===== config.mk =====
export PLATFORM = sky130hd
export DESIGN_NAME = lampfpu_sqrt_sched
export DESIGN_NICKNAME = d
export VERILOG_FILES = /design/src/rtl/lampfpu_sqrt_sched.sv
export SDC_FILE = /design/constraint.sdc
export NUM_CORES = 1
export LEC_CHECK = 0
export ABC_AREA = 1
export CAP_MARGIN = 0
export CORE_MARGIN = 3
export CORE_UTILIZATION = 42
export CTS_BUF_LIST = sky130_fd_sc_hd__clkbuf_16
export CTS_CLUSTER_DIAMETER = 30
export DETAILED_ROUTE_END_ITERATION = 7
export HOLD_SLACK_MARGIN = 0.12
export PLACE_DENSITY = 0.92
export SLEW_MARGIN = 0
export SYNTH_ARGS = -nofsm -noshare
export SYNTH_HDL_FRONTEND = slang
export SYNTH_SLANG_ARGS = --single-unit

===== constraint.sdc =====
create_clock -name clk -period 3 [get_ports clk]
set_clock_uncertainty 0.05 [all_clocks]
set_input_delay 0.3 -clock clk [delete_from_list [all_inputs] [get_ports clk]]
set_output_delay 0.3 -clock clk [all_outputs]
set_load 0.02 [all_outputs]

===== src/rtl/lampfpu_sqrt_sched.sv =====
// lampfpu_sqrt_sched -- two-requester round-robin scheduler in front of a
// single bfloat16 sqrt / inverse-sqrt unit. One operation is in flight at a
// time: IDLE accepts, ISSUE pulses the start strobe, WAIT holds for the
// unit's completion, RESP holds the result until the granted requester takes it.
//
// Optional feature: define LAMP_SQRT_SCHED_TIMEOUT_EN to build an 8-bit
// watchdog that aborts a WAIT lasting TIMEOUT_CYC cycles with a QNaN result
// and rsp_err_o = 1. Without it, WAIT lasts until the unit answers and
// rsp_err_o is tied low.
module lampfpu_sqrt_sched #(
  parameter int TIMEOUT_CYC = 64
) (
  input  logic             clk,
  input  logic             rst,
  input  logic [1:0]       req_valid_i,
  output logic [1:0]       req_ready_o,
  input  logic [1:0]       req_op_i,
  input  logic [1:0][15:0] req_op_a_i,
  output logic             do_sqrt_o,
  output logic             do_inv_sqrt_o,
  output logic [15:0]      op_a_o,
  input  logic             unit_valid_i,
  input  logic [20:0]      unit_res_i,
  input  logic [2:0]       unit_flags_i,
  output logic [1:0]       rsp_valid_o,
  input  logic [1:0]       rsp_ready_i,
  output logic [20:0]      rsp_res_o,
  output logic [2:0]       rsp_flags_o,
  output logic             rsp_err_o
);

  typedef enum logic [1:0] {
    S_IDLE  = 2'd0,
    S_ISSUE = 2'd1,
    S_WAIT  = 2'd2,
    S_RESP  = 2'd3
  } state_t;

  state_t      state_q, state_d;
  logic        ptr_q, ptr_d;       // requester favoured on a tie
  logic        gnt_q, gnt_d;       // requester owning the in-flight op
  logic        op_q, op_d;         // 0 = sqrt, 1 = inverse sqrt
  logic [15:0] op_a_q, op_a_d;
  logic [20:0] res_q, res_d;
  logic [2:0]  flags_q, flags_d;

  logic        any_req;
  logic        grant_id;

`ifdef LAMP_SQRT_SCHED_TIMEOUT_EN
  localparam logic [7:0] TIMEOUT_LIM = 8'(TIMEOUT_CYC);
  localparam logic [20:0] TIMEOUT_RES = 21'h0FF40;
  logic [7:0] cnt_q, cnt_d;
  logic       err_q, err_d;
`endif

  // Round-robin choice: the pointer's requester if it asks, else the other one.
  always_comb begin
    any_req  = |req_valid_i;
    grant_id = req_valid_i[ptr_q] ? ptr_q : ~ptr_q;
  end

  // State and datapath registers; reset drops any in-flight operation.
  always_ff @(posedge clk or posedge rst) begin
    if (rst) begin
      state_q <= S_IDLE;
      ptr_q   <= 1'b0;
      gnt_q   <= 1'b0;
      op_q    <= 1'b0;
      op_a_q  <= '0;
      res_q   <= '0;
      flags_q <= '0;
`ifdef LAMP_SQRT_SCHED_TIMEOUT_EN
      cnt_q   <= '0;
      err_q   <= 1'b0;
`endif
    end else begin
      state_q <= state_d;
      ptr_q   <= ptr_d;
      gnt_q   <= gnt_d;
      op_q    <= op_d;
      op_a_q  <= op_a_d;
      res_q   <= res_d;
      flags_q <= flags_d;
`ifdef LAMP_SQRT_SCHED_TIMEOUT_EN
      cnt_q   <= cnt_d;
      err_q   <= err_d;
`endif
    end
  end

  // Next-state and capture logic for accept, issue, wait and response.
  always_comb begin
    state_d = state_q;
    ptr_d   = ptr_q;
    gnt_d   = gnt_q;
    op_d    = op_q;
    op_a_d  = op_a_q;
    res_d   = res_q;
    flags_d = flags_q;
`ifdef LAMP_SQRT_SCHED_TIMEOUT_EN
    cnt_d   = cnt_q;
    err_d   = err_q;
`endif
    case (state_q)
      S_IDLE: begin
        if (any_req) begin
          gnt_d   = grant_id;
          op_d    = req_op_i[grant_id];
          op_a_d  = req_op_a_i[grant_id];
          ptr_d   = ~grant_id;
          state_d = S_ISSUE;
        end
      end
      S_ISSUE: begin
`ifdef LAMP_SQRT_SCHED_TIMEOUT_EN
        cnt_d   = '0;
`endif
        state_d = S_WAIT;
      end
      S_WAIT: begin
        if (unit_valid_i) begin
          res_d   = unit_res_i;
          flags_d = unit_flags_i;
`ifdef LAMP_SQRT_SCHED_TIMEOUT_EN
          err_d   = 1'b0;
`endif
          state_d = S_RESP;
        end
`ifdef LAMP_SQRT_SCHED_TIMEOUT_EN
        else if (cnt_q + 8'd1 == TIMEOUT_LIM) begin
          res_d   = TIMEOUT_RES;
          flags_d = '0;
          err_d   = 1'b1;
          state_d = S_RESP;
        end else begin
          cnt_d   = cnt_q + 8'd1;
        end
`endif
      end
      S_RESP: begin
        if (rsp_ready_i[gnt_q]) begin
          state_d = S_IDLE;
        end
      end
      default: state_d = S_IDLE;
    endcase
  end

  // Handshake and strobe outputs decoded from the current state.
  always_comb begin
    req_ready_o   = '0;
    rsp_valid_o   = '0;
    do_sqrt_o     = 1'b0;
    do_inv_sqrt_o = 1'b0;
    if (state_q == S_IDLE && any_req && !rst) begin
      req_ready_o[grant_id] = 1'b1;
    end
    if (state_q == S_ISSUE) begin
      do_sqrt_o     = ~op_q;
      do_inv_sqrt_o = op_q;
    end
    if (state_q == S_RESP) begin
      rsp_valid_o[gnt_q] = 1'b1;
    end
  end

  assign op_a_o      = op_a_q;
  assign rsp_res_o   = res_q;
  assign rsp_flags_o = flags_q;
`ifdef LAMP_SQRT_SCHED_TIMEOUT_EN
  assign rsp_err_o   = err_q;
`else
  assign rsp_err_o   = 1'b0;
`endif

endmodule


==> results of run 1 <==
cells in the final DEF (no fill, tap or decap):
cell type	synthesis	routed
clkbuf_16	0	5
nand2_2	2	2
or2_2	1	1
clkinvlp_4	0	2
inv_4	1	1
buf_4	2	4
nand2_1	31	31
nor2_2	2	2
mux2_2	24	24
inv_1	9	9
ha_1	5	5
conb_1	1	1
o21ai_2	2	2
nand3_2	9	9
nand4_1	2	2
nor2_8	1	1
nand3_1	44	44
nor2_1	4	4
dfrtp_1	45	45
inv_2	1	2
clkdlybuf4s50_1	0	110
o21ai_4	1	1
through the flow:
stage	util	instance area (um^2)	power (mW)	hold WS, ps	worst slack (ps)
global route	0.7068	3405	3.757	466.8	453.2
floorplan	-	2131	2.213	388.0	1321
detailed placement	0.6769	3261	3.049	432.7	546.3
global placement	0.6769	3261	2.965	427.6	577.4
CTS	0.7068	3405	3.585	452.0	541.4
finish	0.7068	3405	3.540	449.8	544.7
cell families after synthesis:
group           Yosys count
flops                    45
mux                      24
fa+ha+maj                 5
buf+inv                  20
simple gates             96
other cells               1
compound gates            3
routing by layer:
metal	up-vias	routed length, um	track usage
met5	-	0	0
met4	0	54	0.04982
met3	6	303	0.05047
met2	61	3043	0.3480
met1	874	2164	0.2138
li1	875	-	-
final timing paths:
kind                                      from        endpoint  slack (ps)  cells after the start
max in group asynchronous                  rst   rsp_res_o[16]        1750                      2
min in group asynchronous                  rst           ptr_q         580                      2
worst min-delay path                 op_a_o[1]       op_a_o[1]         450                      2
worst max register to register      state_q[0]   rsp_res_o[12]        1350                      5
worst max-delay path            req_valid_i[0]  req_ready_o[0]         540                      6
worst min register to register       op_a_o[1]       op_a_o[1]         450                      2
layout make-up:
| type | count | area [um^2] | share of cell area |
|---|---|---|---|
| multi-input combinational | 129 | 875.8 | 0.2573 |
| tap | 67 | 83.83 | 0.02462 |
| timing repair buffer | 114 | 1131 | 0.3322 |
| inverter | 11 | 43.79 | 0.01286 |
| clock inverter | 3 | 18.77 | 0.005513 |
| sequential | 45 | 1126 | 0.3308 |
| clock buffer | 5 | 125.1 | 0.03675 |
power by group:
group | internal [mW] | switching, mW
Combinational | 0.932 | 0.998
Sequential | 0.916 | 0.176
Clock | 0.305 | 0.213
registers in the layout (all words and copies together), names as in the netlist:
register and count:
op_q 1, ptr_q 1, state_q 2, op_a_o 16, rsp_res_o 21, rsp_flags_o 3, gnt_q 1
tightest hold or removal path: cells and delay by family (launching register included):
kind / cells / cell delay, ps
and+or+nand+nor: 2 / 120
DFF: 1 / 340
==> metrics, run 1 <==
number of global-route vias before repair 1,861; register area share after synthesis 0.5285; Slew @ Worst Pin 914.8 ps; post-route ant nets 0; Post-synth ARST share 1.000; initial cell density of the core 0.4423; routed wire length 5566 um; top cells by area, synth dfrtp_1 (53%), mux2_2 (13%), nand3_1 (10%), nand2_1 (5.5%), nand3_2 (4.2%); Mapped Cells 194; CP Class input pin to output port; die height 77.23 um; Final Setup Violations 0; Die ar. 5964 um^2; top-area cell type share of the netlist area 0.5285; Cell Count, Final, Fillers Out 374; CTS Buffer Depth 2; Worst Path Arrival 2110 ps; Net Count, Synth 264; Post-Synth Simple-Gate Area 0.2372; outcome finished, final reports clean; port bufs 110; cts hold-fix bufs 0; Power Dens Cells 1040 nW/um^2; XOR/XNOR Fraction of Synth Area 0; largest family of logic cells by synthesized area simple AND/OR/NAND/NOR gates; fillers 380; CTS tree built; FP Rows 25; minimum clock period 2455 ps; total core area 4817 um^2; clk slew on worst S/H paths 60 ps; Num Clock Sinks 45; Compound-Gate Fraction of Synth Area 0.01585; largest area contributor in the netlist dfrtp_1; first-pass iteration count of the detailed router 4; RSZ-0062 raised after global routing false; Worst EP required 2650 ps; Placer Congestion 0.8013; post-synthesis mux area share 0.1268; # diodes 0; crit path cell chain clkdlybuf4s50_1 -> nor2_2 -> nor2_8 -> nand2_2 -> nor2_2 -> clkdlybuf4s50_1; Leakage 1.480 nW; CTS root buffer clkbuf_16; vias post-DR 1,816; Layout area overhead 59.78%; Total GRT Usage 0.1890; Peak VDD IR 0.0005140 V; Post-synth EDFFs 0; Via-to-Cell Ratio 4.856; GRT overflow 0; fin nets 376; global-route wire length before repair 8914 um; top post-synthesis cells by count dfrtp_1 (45), nand3_1 (44), nand2_1 (31); final hold viol count 0; htree depth 2; cell area after synthesis 2131 um^2; setup TNS 0 ps; number of buffers created by CTS 5; Avg Inst Size Synth 10.98 um^2; largest net degree at the start of global routing 46; Placed Cells 366; chip width 77.23 um; Post CTS Setup Buffer Count 0; Post-Synth Adder-Cell Area 0.02936; Buf/Inv on CP 2; Worst path max stage delay 610 ps; Max Fclk 407.3 MHz; Hold/Removal Path Class register to register; post-CTS sizing 0; Crit Path Max Fanout 18; placed wire-length estimate 4357 um; CP Launch Type input pin; violation count after the first detailed-routing iteration 50; Worst Setup End Kind output port; #FFs+latches synth 45; slowest CP cell clkdlybuf4s50_1; share of layout cells above drive strength 1 0.1824; initial antenna violation count 0; relative slew slack 0.3892; io pins 112; CP delay by family, top buffers and inverters; DRC viols 0; Max-Cap Viols 0; count leader, synth dfrtp_1; worst-skew pair later-pin latency 270 ps; Ys Warns 0; Slew Viols, Final 0; fin crit share 0.8184; wire length per cell 14.88 um; post-synth cell types 22; dominant synthesized flop cell dfrtp_1
(Power assumes the default switching activity.)
==> run 2: changes to the inputs <==
--- a/config.mk
+++ b/config.mk
@@ -8,12 +8,12 @@
 export ABC_AREA = 1
 export CAP_MARGIN = 0
 export CORE_MARGIN = 3
-export CORE_UTILIZATION = 42
+export CORE_UTILIZATION = 39
 export CTS_BUF_LIST = sky130_fd_sc_hd__clkbuf_16
 export CTS_CLUSTER_DIAMETER = 30
 export DETAILED_ROUTE_END_ITERATION = 7
 export HOLD_SLACK_MARGIN = 0.12
-export PLACE_DENSITY = 0.92
+export PLACE_DENSITY = 0.87
 export SLEW_MARGIN = 0
 export SYNTH_ARGS = -nofsm -noshare
 export SYNTH_HDL_FRONTEND = slang
==> constraint.sdc (replaced) <==
create_clock -name clk -period 2.4 [get_ports clk]
set_clock_uncertainty 0.05 [all_clocks]
set_input_delay 0.24 -clock clk [delete_from_list [all_inputs] [get_ports clk]]
set_output_delay 0.24 -clock clk [all_outputs]
set_load 0.02 [all_outputs]
==> metrics, run 2 (synthesis gave the netlist of run 1 again) <==
Worst Path Arrival 2010 ps (was 2110 ps); CTS root buffer clkbuf_16 (unchanged); Final Setup Violations 0 (unchanged); CP Launch Type register (was input pin); htree depth 2 (unchanged); first-pass iteration count of the detailed router 4 (unchanged); Via-to-Cell Ratio 4.816 (was 4.856); max reg flops 21 (unchanged); CTS tree built (unchanged); GR Util met2 0.3104 (was 0.3480); final hold viol count 0 (unchanged); Placer Congestion 0.7809 (was 0.8013); Peak VDD IR 0.0006486 V (was 0.0005140 V); Worst Setup End Kind output port (unchanged); Placed Cells 372 (was 366); FP Rows 26 (was 25); M3 GR Usage 0.04853 (was 0.05047); total core area 5205 um^2 (was 4817 um^2); Leakage 1.527 nW (was 1.480 nW); initial cell density of the core 0.4094 (was 0.4423); routed wire length 5370 um (was 5566 um); most frequent cells in the layout clkdlybuf4s50_1 (109), dfrtp_1 (45), nand3_1 (44), nand2_1 (31), mux2_2 (24) (was clkdlybuf4s50_1 (110), dfrtp_1 (45), nand3_1 (44), nand2_1 (31), mux2_2 (24)); Cell Count, Final, Fillers Out 380 (was 374); CP Class register to output port (was input pin to output port); Total GRT Usage 0.1724 (was 0.1890); chip width 79.92 um (was 77.23 um); final core occ 0.6632 (was 0.7068); Hold/Removal Path Class input pin to async pin (was register to register); port bufs 110 (unchanged); # diodes 0 (unchanged); die height 79.92 um (was 77.23 um); fin nets 379 (was 376); RSZ-0062 raised after global routing false (unchanged); io pins 112 (unchanged); Worst EP required 2110 ps (was 2650 ps); outcome finished, final reports clean (unchanged); Slew Viols, Final 0 (unchanged); DRC viols 0 (unchanged); fin crit share 0.9570; CP Launch Point state_q[0] (was req_valid_i[0]); share of layout cells above drive strength 1 0.1871 (was 0.1824); number of global-route vias before repair 1,852 (was 1,861); setup TNS 0 ps (unchanged); worst-skew pair later-pin latency 270 ps (about the same); initial antenna violation count 0 (unchanged); Num Clock Sinks 45 (unchanged); Layout area overhead 62.01% (was 59.78%); GRT overflow 0 (unchanged); global-route wire length before repair 8618 um (was 8914 um); Max Fclk 435.4 MHz; Crit Path Max Fanout 12 (was 18); dpl cell area 3287 um^2 (was 3261 um^2); CTS Buffer Depth 2 (unchanged); minimum clock period 2297 ps; fillers 432 (was 380); vias post-DR 1,830 (was 1,816); Power Dens Cells 1301 nW/um^2 (was 1040 nW/um^2); largest net degree at the start of global routing 27 (was 46); post-route ant nets 0 (unchanged); Die ar. 6386 um^2 (was 5964 um^2); R2R Path Start state_q[0] (unchanged); violation count after the first detailed-routing iteration 55 (was 50); most used routing layer met2 (unchanged); met1 Use GR 0.2006 (was 0.2138); wire length per cell 14.13 um (was 14.88 um); clk slew on worst S/H paths 60 ps (about the same); placed wire-length estimate 4223 um (was 4357 um); commonest non-fill, non-tap cell in the layout clkdlybuf4s50_1 (unchanged); number of buffers created by CTS 5 (unchanged); Max-Cap Viols 0 (unchanged); design area 3452 um^2 (was 3405 um^2)
==> run 2: cell count changes in the layout (fill, tap and decap cells not counted) <==
cell | before | now
buf_4 | 4 | 7
bufinv_16 | 0 | 1
clkdlybuf4s50_1 | 110 | 109
clkinv_1 | 0 | 1
clkinvlp_4 | 2 | 0
dlymetal6s2s_1 | 0 | 1
==> run 2: cell type report <==
type	count	area (um^2)	share of cell area
clock inverter	3	37.54	0.01087
multi-input combinational	129	875.8	0.2537
tap	70	87.58	0.02537
timing repair buffer	117	1156	0.3349
inverter	11	43.79	0.01269
sequential	45	1126	0.3262
clock buffer	5	125.1	0.03625
==> run 2: stage by stage <==
step	hold slack (ps)	setup slack, ps	total power [mW]
2_1_floorplan	328.0	781.2	2.766
3_3_place_gp	429.8	271.5	3.724
3_5_place_dp	432.9	220.8	3.794
4_1_cts	305.8	59.11	4.549
5_1_grt	347.0	22.71	4.786
6_report	296.0	103.2	4.491
==> run 2: path summary, 6_finish.rpt <==
| kind | slack [ps] | cells past startpoint | endpoint |
|---|---|---|---|
| max | 100 | 7 | req_ready_o[0] |
| min | 300 | 2 | ptr_q |
| max reg2reg | 750 | 5 | rsp_res_o[0] |
| min reg2reg | 450 | 2 | op_a_o[5] |
| max in group asynchronous | 1450 | 3 | rsp_res_o[0] |
| min in group clk | 450 | 2 | op_a_o[5] |
==> run 2: worst max-delay path, stage by stage (launching register included) <==
cell,delay (ps)
dfrtp_1,410
inv_1,120
ha_1,230
o21ai_4,90
inv_4,130
nand2_2,80
nor2_2,70
clkdlybuf4s50_1,600
==> run 2: per-layer routing <==
layer,up-vias,part of all wire
met5,-,0
met4,0,0.0061
met3,5,0.072
met2,63,0.54
met1,874,0.39
li1,888,-
==> run 2: what timing repair did <==
item / 4_1_cts / 5_1_grt
resized for setup: 0 / 1
endpoints found under the setup margin: 0 / 1
hold buffers: 0 / 0
setup buffers: 0 / 0
==> run 2: power breakdown <==
group          switching (mW)  internal (mW)
Combinational            1.23           1.17
Sequential              0.211           1.15
Clock                   0.250          0.483
==> run 3: changes to the inputs <==
--- a/config.mk
+++ b/config.mk
@@ -7,7 +7,7 @@
 export LEC_CHECK = 0
 export ABC_AREA = 1
 export CAP_MARGIN = 0
-export CORE_MARGIN = 3
+export CORE_MARGIN = 2
 export CORE_UTILIZATION = 39
 export CTS_BUF_LIST = sky130_fd_sc_hd__clkbuf_16
 export CTS_CLUSTER_DIAMETER = 30
==> metrics, run 3 (synthesis gave the netlist of run 1 again) <==
outcome finished, final reports clean (unchanged); chip width 77.92 um (was 79.92 um); flop2flop setup slack 740 ps (was 750 ps); CP delay by family, top buffers and inverters (unchanged); final hold viol count 0 (unchanged); DRC viols 0 (unchanged); most frequent cells in the layout clkdlybuf4s50_1 (110), dfrtp_1 (45), nand3_1 (44), nand2_1 (31), mux2_2 (24) (was clkdlybuf4s50_1 (109), dfrtp_1 (45), nand3_1 (44), nand2_1 (31), mux2_2 (24)); first-pass iteration count of the detailed router 4 (unchanged); Leakage 1.494 nW (was 1.527 nW); number of buffers created by CTS 5 (unchanged); pre-CTS WS 294.5 ps (was 220.8 ps); die height 77.92 um (was 79.92 um); crit path cell chain inv_1 -> ha_1 -> o21ai_4 -> inv_4 -> nand2_2 -> nor2_1 -> clkdlybuf4s50_1 (was inv_1 -> ha_1 -> o21ai_4 -> inv_4 -> nand2_2 -> nor2_2 -> clkdlybuf4s50_1); Buf/Inv on CP 3 (unchanged); Max Fclk 441.3 MHz (was 435.4 MHz); Final WS setup 134.2 ps (was 103.2 ps); routed wire length 5448 um (was 5370 um); io pins 112 (unchanged); share of layout cells above drive strength 1 0.1903 (was 0.1871); Max-Cap Viols 0 (unchanged); initial cell density of the core 0.4094 (unchanged); port bufs 110 (unchanged); Layout area overhead 61.01% (was 62.01%); global-route wire length before repair 8769 um (was 8618 um); design area 3431 um^2 (was 3452 um^2); # diodes 0 (unchanged); Die ar. 6071 um^2 (was 6386 um^2); total core area 5205 um^2 (unchanged); Via-to-Cell Ratio 4.805 (was 4.816); cts hold-fix bufs 0 (unchanged); Placed Cells 372 (unchanged); setup TNS 0 ps (unchanged); Slew Viols, Final 0 (unchanged); Crit Path Max Fanout 4 (was 12); Worst path max stage delay 620 ps (was 600 ps); CP Launch Type register (unchanged); Cell Count, Final, Fillers Out 380 (unchanged); Placer Congestion 0.8499 (was 0.7809); RSZ-0062 raised after global routing false (unchanged); number of global-route vias before repair 1,862 (was 1,852); wire length per cell 14.34 um (was 14.13 um); GRT overflow 0 (unchanged); Final Setup Violations 0 (unchanged); CTS tree built (unchanged); post-CTS sizing 0 (unchanged); dpl cell area 3287 um^2 (unchanged); Worst EP required 2110 ps (about the same); Total GRT Usage 0.1822 (was 0.1724); largest net degree at the start of global routing 36 (was 27); Power Dens Cells 1288 nW/um^2 (was 1301 nW/um^2); FP Rows 26 (unchanged); fin nets 379 (unchanged); clk slew on worst S/H paths 60 ps (about the same); Hold/Removal Path Class input pin to async pin (unchanged); htree depth 2 (unchanged); worst-skew pair later-pin latency 270 ps (about the same); fin crit share 0.9441 (was 0.9570); Num Clock Sinks 45 (unchanged); Worst Path Arrival 1980 ps (was 2010 ps); max reg flops 21 (unchanged); vias post-DR 1,826 (was 1,830); CTS Buffer Depth 2 (unchanged); initial antenna violation count 0 (unchanged); final core occ 0.6591 (was 0.6632); placed wire-length estimate 4182 um (was 4223 um); minimum clock period 2266 ps (was 2297 ps); Peak VDD IR 0.0005621 V (was 0.0006486 V); commonest non-fill, non-tap cell in the layout clkdlybuf4s50_1 (unchanged); violation count after the first detailed-routing iteration 54 (was 55); CP Class register to output port (unchanged); Worst Setup End Kind output port (unchanged); post-route ant nets 0 (unchanged); slowest CP cell clkdlybuf4s50_1 (unchanged); CTS root buffer clkbuf_16 (unchanged); Post CTS Setup Buffer Count 0 (unchanged)
run 3: changes by cell type in the layout (fill, tap and decap cells not counted):
cell	change
dlymetal6s2s_1	-1
bufinv_16	-1
clkdlybuf4s50_1	+1
clkinv_1	-1
clkinvlp_4	+2
run 3: power breakdown:
| group | internal [mW] | total (mW) | leakage [nW] | switching [mW] |
|---|---|---|---|---|
| combinational | 1.17 | 2.41 | 0.884 | 1.23 |
| clock | 0.381 | 0.646 | 0.0672 | 0.265 |
| sequential | 1.15 | 1.36 | 0.543 | 0.218 |
run 3: layer usage:
layer	part of all wire	wire, um	GRT usage
met3	0.065	355	0.05814
met5	0	0	0
met4	0.017	90	0.05088
met2	0.53	2875	0.3276
met1	0.39	2126	0.2073
run 3: layout make-up:
type,count,area (um^2)
Sequential cell,45,1126
Multi-Input combinational cell,129,875.8
Clock inverter,3,18.77
Clock buffer,5,125.1
Inverter,11,43.79
Timing Repair Buffer,117,1154
Tap cell,70,87.58
Fill cell,419,1774
run 3: metrics by stage:
stage | hold slack [ps] | total power [mW]
after floorplan | 328.0 | 2.766
after global placement | 430.4 | 3.719
final | 247.0 | 4.418
after detailed placement | 431.0 | 3.801
after CTS | 250.7 | 4.471
after global routing | 263.6 | 4.706
run 3: final timing paths:
kind,from,end,cells past startpoint
setup reg to reg,state_q[0],rsp_res_o[9],5
hold / removal,rst,op_a_o[10],2
setup / recovery,state_q[0],req_ready_o[1],7
max in group asynchronous,rst,rsp_res_o[0],3
hold reg to reg,op_a_o[2],op_a_o[2],2
min in group clk,op_a_o[2],op_a_o[2],2
